File: src/rtl/alarm_bank.sv
// Multi-channel BCD alarm comparator with sticky flags and a masked, registered irq.
// Optional snooze support is built when ALARM_SNOOZE_EN is defined.
module alarm_bank #(
  parameter int NUM_ALARMS = 4,
  parameter int SEL_W      = 2,
  parameter int SNOOZE_MIN = 5
) (
  input  logic                  clk,
  input  logic                  rst,
  input  logic                  wr_en,
  input  logic [SEL_W-1:0]      wr_sel,
  input  logic [1:0]            wr_field,
  input  logic [7:0]            wr_data,
  input  logic [7:0]            real_min,
  input  logic [7:0]            real_hour,
  input  logic [7:0]            real_day,
  input  logic [3:0]            real_weekday,
  input  logic [NUM_ALARMS-1:0] clr,
  input  logic [NUM_ALARMS-1:0] snooze_req,
  input  logic [NUM_ALARMS-1:0] irq_mask,
  output logic [NUM_ALARMS-1:0] alarm_flag,
  output logic                  irq
);

`ifdef ALARM_SNOOZE_EN
  typedef enum logic [1:0] {DISARMED, ARMED, FIRED, SNOOZE} state_t;
`else
  typedef enum logic [1:0] {DISARMED, ARMED, FIRED} state_t;
`endif

  logic [NUM_ALARMS-1:0] w_flag;
  logic                  r_irq;

`ifdef ALARM_SNOOZE_EN
  logic [6:0] r_minPrev;
  logic       w_tick;
  logic       w_unused;

  assign w_tick   = (real_min[6:0] != r_minPrev);
  assign w_unused = ^{real_min[7], real_hour[7:6], real_day[7:6], real_weekday[3]};

  always_ff @(posedge clk or posedge rst) begin
    if (rst) r_minPrev <= '0;
    else     r_minPrev <= real_min[6:0];
  end
`else
  logic w_unused;
  assign w_unused = ^{real_min[7], real_hour[7:6], real_day[7:6], real_weekday[3], snooze_req};
`endif

  for (genvar g = 0; g < NUM_ALARMS; g++) begin : gCh
    logic       r_minEn, r_hourEn, r_dayEn, r_wdEn;
    logic [6:0] r_minVal;
    logic [5:0] r_hourVal, r_dayVal;
    logic [2:0] r_wdVal;
    logic       r_matchQ, r_flag;
    state_t     r_state;
`ifdef ALARM_SNOOZE_EN
    logic [5:0] r_snoozeCnt;
`endif
    logic w_wrHit, w_minOn, w_minOff, w_match, w_fire, w_clrHit;
    logic w_minEq, w_hourEq, w_dayEq, w_wdEq;

    // Out-of-range selects can never equal a channel index, so they are dropped here.
    assign w_wrHit  = wr_en && (wr_sel == SEL_W'(g));
    assign w_minOn  = w_wrHit && (wr_field == 2'd0) && wr_data[7];
    assign w_minOff = w_wrHit && (wr_field == 2'd0) && !wr_data[7];

    assign w_minEq  = (r_minVal  == real_min[6:0]);
    assign w_hourEq = (r_hourVal == real_hour[5:0]);
    assign w_dayEq  = (r_dayVal  == real_day[5:0]);
    assign w_wdEq   = (r_wdVal   == real_weekday[2:0]);

    always_ff @(posedge clk or posedge rst) begin
      if (rst) begin
        r_minEn   <= 1'b0;
        r_minVal  <= '0;
        r_hourEn  <= 1'b0;
        r_hourVal <= '0;
        r_dayEn   <= 1'b0;
        r_dayVal  <= '0;
        r_wdEn    <= 1'b0;
        r_wdVal   <= '0;
      end else if (w_wrHit) begin
        case (wr_field)
          2'd0:    {r_minEn, r_minVal}   <= wr_data;
          2'd1:    {r_hourEn, r_hourVal} <= {wr_data[7], wr_data[5:0]};
          2'd2:    {r_dayEn, r_dayVal}   <= {wr_data[7], wr_data[5:0]};
          default: {r_wdEn, r_wdVal}     <= {wr_data[7], wr_data[2:0]};
        endcase
      end
    end

    // Day/weekday qualify only when hour is enabled; with both, either one may match.
    always_comb begin
      w_match = 1'b0;
      if (r_minEn) begin
        if (!r_hourEn)                w_match = w_minEq;
        else if (r_dayEn && r_wdEn)   w_match = w_minEq && w_hourEq && (w_dayEq || w_wdEq);
        else if (r_dayEn)             w_match = w_minEq && w_hourEq && w_dayEq;
        else if (r_wdEn)              w_match = w_minEq && w_hourEq && w_wdEq;
        else                          w_match = w_minEq && w_hourEq;
      end
    end

`ifdef ALARM_SNOOZE_EN
    assign w_fire   = w_match && !r_matchQ && (r_state == ARMED || r_state == FIRED);
    assign w_clrHit = clr[g] && (r_state == FIRED || r_state == SNOOZE);
`else
    assign w_fire   = w_match && !r_matchQ && (r_state == ARMED || r_state == FIRED);
    assign w_clrHit = clr[g] && (r_state == FIRED);
`endif

    // Priority: disable write, snooze cancel, arm, fire/expiry (set beats clear), clear, snooze.
    always_ff @(posedge clk or posedge rst) begin
      if (rst) begin
        r_state  <= DISARMED;
        r_flag   <= 1'b0;
        r_matchQ <= 1'b0;
`ifdef ALARM_SNOOZE_EN
        r_snoozeCnt <= '0;
`endif
      end else begin
        r_matchQ <= w_wrHit ? 1'b0 : w_match;
        if (w_minOff) begin
          r_state <= DISARMED;
          r_flag  <= 1'b0;
        end
`ifdef ALARM_SNOOZE_EN
        else if (w_wrHit && r_state == SNOOZE) begin
          r_state <= ARMED;
        end
`endif
        else if (w_minOn && r_state == DISARMED) begin
          r_state <= ARMED;
        end else if (w_fire) begin
          r_state <= FIRED;
          r_flag  <= 1'b1;
        end
`ifdef ALARM_SNOOZE_EN
        else if (r_state == SNOOZE && w_tick && r_snoozeCnt == 6'd1) begin
          r_state     <= FIRED;
          r_flag      <= 1'b1;
          r_snoozeCnt <= '0;
        end
`endif
        else if (w_clrHit) begin
          r_state <= ARMED;
          r_flag  <= 1'b0;
        end
`ifdef ALARM_SNOOZE_EN
        else if (r_state == SNOOZE && w_tick) begin
          r_snoozeCnt <= r_snoozeCnt - 6'd1;
        end else if (r_state == FIRED && snooze_req[g]) begin
          r_state     <= SNOOZE;
          r_flag      <= 1'b0;
          r_snoozeCnt <= 6'(SNOOZE_MIN);
        end
`endif
      end
    end

    assign w_flag[g] = r_flag;
  end

  always_ff @(posedge clk or posedge rst) begin
    if (rst) r_irq <= 1'b0;
    else     r_irq <= |(w_flag & irq_mask);
  end

  assign alarm_flag = w_flag;
  assign irq        = r_irq;

endmodule

File: config.mk
export PLATFORM = sky130hd
export DESIGN_NAME = alarm_bank
export DESIGN_NICKNAME = d
export VERILOG_FILES = /design/src/rtl/alarm_bank.sv
export SDC_FILE = /design/constraint.sdc
export NUM_CORES = 1
export LEC_CHECK = 0
export ABC_AREA = 1
export CAP_MARGIN = 10
export CORE_UTILIZATION = 35
export DETAILED_ROUTE_END_ITERATION = 8
export GPL_ROUTABILITY_DRIVEN = 1
export GPL_TIMING_DRIVEN = 0
export SYNTH_ARGS = -nofsm -noshare
export SYNTH_HDL_FRONTEND = slang
export SYNTH_SLANG_ARGS = --single-unit
File: constraint.sdc
create_clock -name clk -period 4.61 [get_ports clk]
set_clock_uncertainty 0.05 [all_clocks]
set_input_delay 0.6915 -clock clk [delete_from_list [all_inputs] [get_ports clk]]
set_output_delay 0.6915 -clock clk [all_outputs]
set_load 0.05 [all_outputs]
# ---- Yosys cells after proc, flatten, opt, wreduce, memory -nomap -nowiden
# Cells that the tools add are included.
dict set report op_classes {
  n_reduce_logical 101
  n_mux 56
  bitwise 2
  n_eq_ne 33
}
# op n
set ops {}
lappend ops {{$logic_and A1 B1 Y1} 52}
lappend ops {{$eq A6 B6 Y1} 8}
lappend ops {{$mux W1} 40}
lappend ops {{$reduce_and A2 Y1} 20}
lappend ops {{$mux W2} 16}
lappend ops {{$eq A7 B7 Y1} 4}
lappend ops {{$reduce_bool A4 Y1} 4}
lappend ops {{$eq A2 B2 Y1 const B} 7}
lappend ops {{$eq A2 B1 Y1 const B} 6}
lappend ops {{$eq A3 B3 Y1} 4}
lappend ops {{$logic_not A2 Y1} 6}
lappend ops {{$reduce_bool A3 Y1} 4}
lappend ops {{$logic_or A1 B1 Y1} 8}
lappend ops {{$ne A2 B2 Y1 const B} 4}
lappend ops {{$logic_not A1 Y1} 5}
lappend ops {{$and A4 B4 Y4} 1}
lappend ops {{$reduce_or A4 Y1} 1}
lappend ops {{$reduce_or A3 Y1} 1}
lappend ops {{$not A1 Y1} 1}
dict set report totals {
  output_inout_bits 5
  elab_cells 237
  register_bits 121
}

# ---- Logic depth before layout (Yosys ltp)
# Gate-level depths: netlist of the first run.
dict set report logic_depth {
  depth_word 13
  ltp_mapped 15
  ltp_nobuf 15
}

# ---- Worst setup path after synthesis of the first run
# OpenSTA, ideal clock, no wires.
dict set report synth_timing {
  path_type {in2reg}
  from {input port real_min[6]}
  to {register gCh[1].r_flag}
  setup_slack_ns 2.763
  setup_ns 0.119
  arrival_time_ns 1.678
  path_stages 9
  cell_sequence {clkbuf_1 > xnor2_1 > nand4_1 > nor3_1 > nand3_1 > nand2_1 > nand2_1 > nand2_1 > nand2_1}
}
dict set report synth_via {
  elab_chain_len 13
}
# item line
set synth_lines {}
lappend synth_lines {{start: declaration} 14} ;# input logic [7:0] real_min,
lappend synth_lines {{$eq A7 B7 Y1 *} 69} ;# assign w_minEq = (r_minVal == real_min[6:0]);
lappend synth_lines {{$logic_and A1 B1 Y1} -}
lappend synth_lines {{$logic_and A1 B1 Y1} 101} ;# else if (r_wdEn) w_match = w_minEq && w_hourEq && w_wdEq;
lappend synth_lines {{$mux W1} 101}
lappend synth_lines {{$mux W1} 100} ;# else if (r_dayEn) w_match = w_minEq && w_hourEq && w_dayEq;
lappend synth_lines {{$mux W1} 99} ;# else if (r_dayEn && r_wdEn) w_match = w_minEq && w_hourEq && (w_dayEq || w_wdEq);
lappend synth_lines {{$mux W1 *} 98} ;# if (!r_hourEn) w_match = w_minEq;
lappend synth_lines {{$mux W1 *} 97} ;# if (r_minEn) begin
lappend synth_lines {{$logic_and A1 B1 Y1 * (2 in series)} 110} ;# assign w_fire = w_match && !r_matchQ && (r_state == ARMED || r_state == FIRED);
lappend synth_lines {{$mux W1} 136} ;# end else if (w_fire) begin
lappend synth_lines {{$mux W1} 134} ;# else if (w_minOn && r_state == DISARMED) begin
lappend synth_lines {{$mux W1} 125} ;# if (w_minOff) begin
lappend synth_lines {{end signal: assignment} 118} ;# r_flag <= 1'b0;
lappend synth_lines {{end signal: assignment} 127} ;# r_flag <= 1'b0;
lappend synth_lines {{end signal: assignment} 138} ;# r_flag <= 1'b1;
lappend synth_lines {{end: declaration} 56} ;# logic r_matchQ, r_flag;
# Mark *: on every way between the ends. The rest lies on a longest branch, timed or not. The select of a mux whose other input is x is not followed.
# A chain may end at the register's enable or synchronous reset.

# ---- Worst setup path after layout of the first run
dict set report layout_timing {
  from {register gCh[0].r_flag}
  to {output port alarm_flag[0]}
}
# item line
set layout_lines {}
lappend layout_lines {{start: declaration} 56}
lappend layout_lines {{start signal: assignment} 118}
lappend layout_lines {{start signal: assignment} 127}
lappend layout_lines {{start signal: assignment} 138}
lappend layout_lines {{end: declaration} 21} ;# output logic [NUM_ALARMS-1:0] alarm_flag,
# No word-level cell between the ends.

==> results of run 1 <==
power breakdown:
part / total [mW] / internal (mW) / switching (mW)
combinational: 0.779 / 0.326 / 0.453
clock: 1.39 / 0.917 / 0.470
sequential: 1.45 / 1.30 / 0.158
cells by family (layout without fill, tap and decap cells):
group                    Yosys count  after routing
buffers and inverters            137            216
flip-flops                       121            121
AO/OA/AOI/OAI                    122            122
XOR/XNOR                          38             38
AND/OR/NAND/NOR                  394            394
adder cells (fa/ha/maj)            8              8
flip-flops by register name (all words and copies together) (netlist names):
signal and flops:
gCh.r_dayEn 4, gCh.r_dayVal 24, gCh.r_flag 4, gCh.r_hourEn 4
gCh.r_hourVal 24, gCh.r_matchQ 4, gCh.r_minEn 4, gCh.r_minVal 28
gCh.r_state 8, gCh.r_wdEn 4, gCh.r_wdVal 12, irq 1
tightest hold or removal path, delay by kind of cell (launching register included):
kind	cells	cell delay, ns
DFF	1	0.34
and+or+nand+nor	1	0.05
AOI/OAI and AO/OA	1	0.05
worst min-delay path by stage:
| stage | end | cells past startpoint |
|---|---|---|
| floorplan | gCh[0].r_dayVal[3]$_DFFE_PP0P_ | 2 |
| global placement | gCh[2].r_hourEn$_DFFE_PP0P_ | 2 |
| detailed placement | gCh[3].r_hourEn$_DFFE_PP0P_ | 2 |
| CTS | gCh[3].r_hourEn$_DFFE_PP0P_ | 2 |
| global route | gCh[2].r_hourEn$_DFFE_PP0P_ | 2 |
| finish | gCh[2].r_hourEn$_DFFE_PP0P_ | 2 |
stage by stage:
stage	area, sq um	hold WS (ns)
final	7700	0.431
after global routing	7700	0.450
after CTS	7700	0.437
after detailed placement	7090	0.423
after global placement	7050	0.416
after floorplan	6310	0.403
cell type report:
type                       instances  area, sq um
multi-input combinational        562         2750
sequential                       121         3030
buffer                            26          121
timing repair buffer              47          488
clock inverter                     8          115
clock buffer                      24          502
inverter                         111          422
fill                            1755         9770
tap                              225          282
cell usage after synthesis (all sizes together):
cell type and count:
a21boi 1, and2 4, nand2 275, clkbuf 15, o211ai 1, inv 111, dfrtp 121, ha 8
o21ai 104, nor2 59, a21oi 13, or2 7, nor3 6, o22ai 3, xnor2 19, xor2 19
buf 11, nand4 26, nand3 17
per-layer routing:
layer | track usage (%) | share of wire [%]
met5 | 0 | 0
met4 | 6.30 | 1.4
met3 | 3.88 | 4.1
met2 | 28.9 | 45
met1 | 25.8 | 49
==> flow_summary.json, run 1 <==
{
  "outcome": "finished clean",
  "first_iter_violations": 369,
  "cts_buffers": 17,
  "grt_pass1_vias": 5009,
  "yosysWarnings": 0,
  "finalHoldViolCount": 0,
  "path_class": "reg -> out",
  "cp.required_ns": 3.87,
  "io_pins": 60,
  "yosysTopAreaCell": "dfrtp_1",
  "path_clk_slew_ns": 0.05,
  "timing.fmax_ghz": 0.410,
  "relSlewSlack_pct": 49.4,
  "antenna_found_initial": 0,
  "hold_start": "gCh[2].r_hourEn$_DFFE_PP0P_",
  "final_common_cell": "nand2_1",
  "max_stage_delay_ns": 0.78,
  "cp.buffers_inverters": 2,
  "cts_root_buf": "clkbuf_16",
  "fin_util_pct": 44.1,
  "rr_startpoint": "gCh[1].r_hourVal[1]$_DFFE_PP0P_",
  "die_area_sq_um": 18600,
  "fin_total_pwr_mw": 3.62,
  "tns_ns": 0,
  "r2r_cells": 11,
  "hold_buffers": 0,
  "cts.sinks": 121,
  "path_cells": "buf_4 > clkdlybuf4s50_1",
  "wl_per_cell_um": 14.2,
  "drt_wl_total_mm": 15.9,
  "r2r_setup_slack_ns": 2.83,
  "synthCells": 820,
  "dr.pass1.iters": 5,
  "die_width_um": 136,
  "place_ws_ns": 1.86,
  "stdcell_count": 1124,
  "die_y_um": 136,
  "synth_xor_area_share_pct": 5.27,
  "port-buffer-count": 46,
  "cap_violations": 0,
  "setup_viol": 0,
  "syn_avg_cell_area_sq_um": 7.70,
  "synth_cell_types": 27,
  "design.core.area_sq_um": 17500,
  "fin_crit_ns": 2.44,
  "nets": 949,
  "path_max_fanout": 3,
  "dp_hpwl_mm": 11.3,
  "cts_max_level": 4,
  "critPathTopFamily": "buffers and inverters",
  "synth_top_family_by_area": "simple AND/OR/NAND/NOR gates",
  "critical_path_cell_count": 2,
  "holdCritPathClass": "reg -> reg",
  "dp_cells": 1092,
  "syn_to_final_growth_pct": 22.0,
  "critPathCapture": "alarm_flag[0]",
  "gp_congestion": 0.790,
  "drc": 0,
  "synthAdderAreaFrac_pct": 1.59,
  "rsz0062_at_grt": "no",
  "ys_ff_latch": 121,
  "synth_top_cells_by_area": "dfrtp_1, nand2_1, o21ai_0",
  "power_density_nw_per_um2": 470,
  "postRouteAntennaNets": 0,
  "ys_seq_area_share_pct": 48.0,
  "num_vias": 5315,
  "syn_area_sq_um": 6310,
  "gr-total-overflow": 0,
  "n_antenna_cell": 0,
  "track_usage_pct": 18.7,
  "cts_buffer_depth": 2,
  "cpMaxStageDelayCell": "clkdlybuf4s50_1",
  "synth_compound_area_share_pct": 9.81,
  "worst_pin_slew_ns": 0.759,
  "worst_setup_path_start_kind": "flop",
  "end_kind": "output pin",
  "layout_common_cells": "nand2_1, dfrtp_1, o21ai_0, inv_1, nor2_1",
  "finalCritPeriodShare_pct": 53.0,
  "arrival_ns": 1.70,
  "start_util_pct": 36.1,
  "slew_viol_final": 0,
  "viasPerCell": 4.73,
  "fin_ws_ns": 2.17,
  "num_rows": 48,
  "clock_latency_ns": 0.42,
  "synth_nets": 883,
  "critPathLaunch": "gCh[0].r_flag$_DFFE_PP0P_",
  "cts_resized": 0,
  "cts_tree": "done",
  "worstReg2RegEnd": "gCh[1].r_flag$_DFFE_PP0P_",
  "grt_pass1_wl_mm": 25.9,
  "vdd_drop_max_mv": 0.264,
  "post-cts-setup-buffers": 0,
  "grt_max_degree": 77,
  "synth_mux_area_share_pct": 0,
  "synth-simple-area-share_pct": 26.8,
  "yosysTopAreaCellShare_pct": 48.0,
  "leakage_nw": 3.84,
  "drive_gt1_share_pct": 8.01
}
No activity file was read; power rests on OpenSTA's default activity.
==> inputs of run 2 (changes only) <==
clock period = 2.3 ns   (was 4.61 ns; I/O delays follow)
==> flow_summary.json, run 2 (synthesis results as in run 1) <==
{
  "path_cells": "buf_4 > clkdlybuf4s50_1",
  "path_class": "reg -> out",
  "num_vias": 5217,
  "grt_max_degree": 41,
  "max_stage_delay_ns": 0.78,
  "r2r_cells": 11,
  "tns_ns": 0,
  "worst_pin_slew_ns": 0.813,
  "viasPerCell": 4.63,
  "port-buffer-count": 46,
  "die_y_um": 136,
  "drive_gt1_share_pct": 8.32,
  "holdCritPathClass": "in -> async",
  "finalCritPeriodShare_pct": 91.2,
  "gr-total-overflow": 0,
  "r2r_setup_slack_ns": 0.50,
  "design.core.area_sq_um": 17500,
  "finalHoldViolCount": 0,
  "multi_input_area_sq_um": 2750,
  "dp_hpwl_mm": 11.5,
  "grt_pass1_wl_mm": 25.9,
  "fill_cells": 1741,
  "timing.fmax_ghz": 0.477,
  "vdd_drop_max_mv": 0.580,
  "grt_pass1_vias": 4907,
  "clock_latency_ns": 0.43,
  "cts_resized": 0,
  "cts_buffer_depth": 2,
  "power_density_nw_per_um2": 923,
  "path_max_fanout": 3,
  "rsz0062_at_grt": "no",
  "postRouteAntennaNets": 0,
  "hold_buffers": 0,
  "start_util_pct": 36.1,
  "antenna_found_initial": 0,
  "n_antenna_cell": 0,
  "largest_reg_flops": 28,
  "worst_setup_path_start_kind": "flop",
  "track_usage_pct": 18.8,
  "critPathLaunch": "gCh[0].r_flag$_DFFE_PP0P_",
  "drc": 0,
  "die_area_sq_um": 18600,
  "cp.buffers_inverters": 2,
  "gp_congestion": 0.817,
  "arrival_ns": 1.70,
  "final_common_cell": "nand2_1",
  "drt_wl_total_mm": 15.9,
  "wl_per_cell_um": 14.1,
  "regArea_sq_um": 3030,
  "dr.pass1.iters": 4,
  "critical_path_cell_count": 2,
  "cp.required_ns": 1.90,
  "io_pins": 60,
  "cts_max_level": 4,
  "die_width_um": 136,
  "post_dp_cell_area_sq_um": 7120,
  "holdWs_ns": 0.230,
  "largest-register": "gCh.r_minVal",
  "slew_viol_final": 0,
  "layout_common_cells": "nand2_1, dfrtp_1, o21ai_0, inv_1, nor2_1",
  "reg.largest.list": "gCh.r_minVal x28, gCh.r_dayVal x24, gCh.r_hourVal x24",
  "setup_viol": 0,
  "syn_to_final_growth_pct": 22.0,
  "rr_startpoint": "gCh[1].r_hourVal[1]$_DFFE_PP0P_",
  "cap_violations": 0,
  "nets": 951,
  "post-cts-setup-buffers": 0,
  "path_clk_slew_ns": 0.06,
  "worstReg2RegEnd": "gCh[1].r_flag$_DFFE_PP0P_",
  "num_rows": 48,
  "outcome": "finished clean",
  "cts.sinks": 121,
  "cts_buffers": 17,
  "critPathCapture": "alarm_flag[0]",
  "cpMaxStageDelayCell": "clkdlybuf4s50_1",
  "relSlewSlack_pct": 45.8,
  "leakage_nw": 3.83,
  "end_kind": "output pin",
  "first_iter_violations": 302,
  "cts_root_buf": "clkbuf_16",
  "critPathTopFamily": "buffers and inverters",
  "cts_tree": "done",
  "fin_crit_ns": 2.10,
  "final_cell_area_sq_um": 7700
}
## run 2: changes by cell type in the layout (fill, tap and decap cells not counted), moves of 2 or more
cell	before	now
buf_12	0	3
clkbuf_8	5	2
clkinv_4	0	2
clkinvlp_4	0	2
## run 2: power by group
group	switching, mW	total [mW]	internal [mW]
Sequential	0.310	2.91	2.60
Combinational	0.910	1.57	0.660
Clock	0.990	2.63	1.64
## run 2: worst min path at each step
stage	cells past startpoint	slack [ns]	startpoint	to
4_1_cts	2	0.24	rst	gCh[2].r_wdVal[2]$_DFFE_PP0P_
3_3_place_gp	2	0.42	gCh[2].r_hourEn$_DFFE_PP0P_	gCh[2].r_hourEn$_DFFE_PP0P_
5_1_grt	2	0.26	rst	gCh[2].r_wdVal[2]$_DFFE_PP0P_
6_report	2	0.23	rst	gCh[2].r_wdVal[2]$_DFFE_PP0P_
3_5_place_dp	2	0.42	gCh[1].r_hourEn$_DFFE_PP0P_	gCh[1].r_hourEn$_DFFE_PP0P_
2_1_floorplan	2	0.40	gCh[0].r_dayVal[3]$_DFFE_PP0P_	gCh[0].r_dayVal[3]$_DFFE_PP0P_
## run 2: layout make-up
type,count,area share (%)
sequential,121,39.3
clock buffer,20,5.93
multi-input combinational,562,35.7
clock inverter,12,1.61
timing repair buffer,49,6.76
tap,225,3.66
buffer,26,1.58
inverter,111,5.46
## run 2: worst register-to-register path: cells and delay by family, from the launching register on
kind	cells	cell delay, ns
AO/OA/AOI/OAI	1	0.14
flip-flops	1	0.38
AND/OR/NAND/NOR	10	1.12
## run 2: per-layer routing
metal | up-vias | GRT usage (%) | part of all wire [%]
li1 | 2701 | - | -
met1 | 2418 | 25.7 | 49
met2 | 82 | 29.1 | 46
met3 | 16 | 4.51 | 4.4
met4 | 0 | 5.80 | 1.4
met5 | - | 0 | 0
## run 2: per-stage QoR
stage / std cells / setup WS, ns / utilization (%) / power, mW
2_1_floorplan: 820 / 0.422 / - / 4.03
3_3_place_gp: 1091 / -0.852 / 40.4 / 4.46
3_5_place_dp: 1094 / -0.179 / 40.7 / 4.52
4_1_cts: 1126 / 0.176 / 44.1 / 7.19
5_1_grt: 1126 / 0.118 / 44.1 / 7.59
6_report: 1126 / 0.203 / 44.1 / 7.11
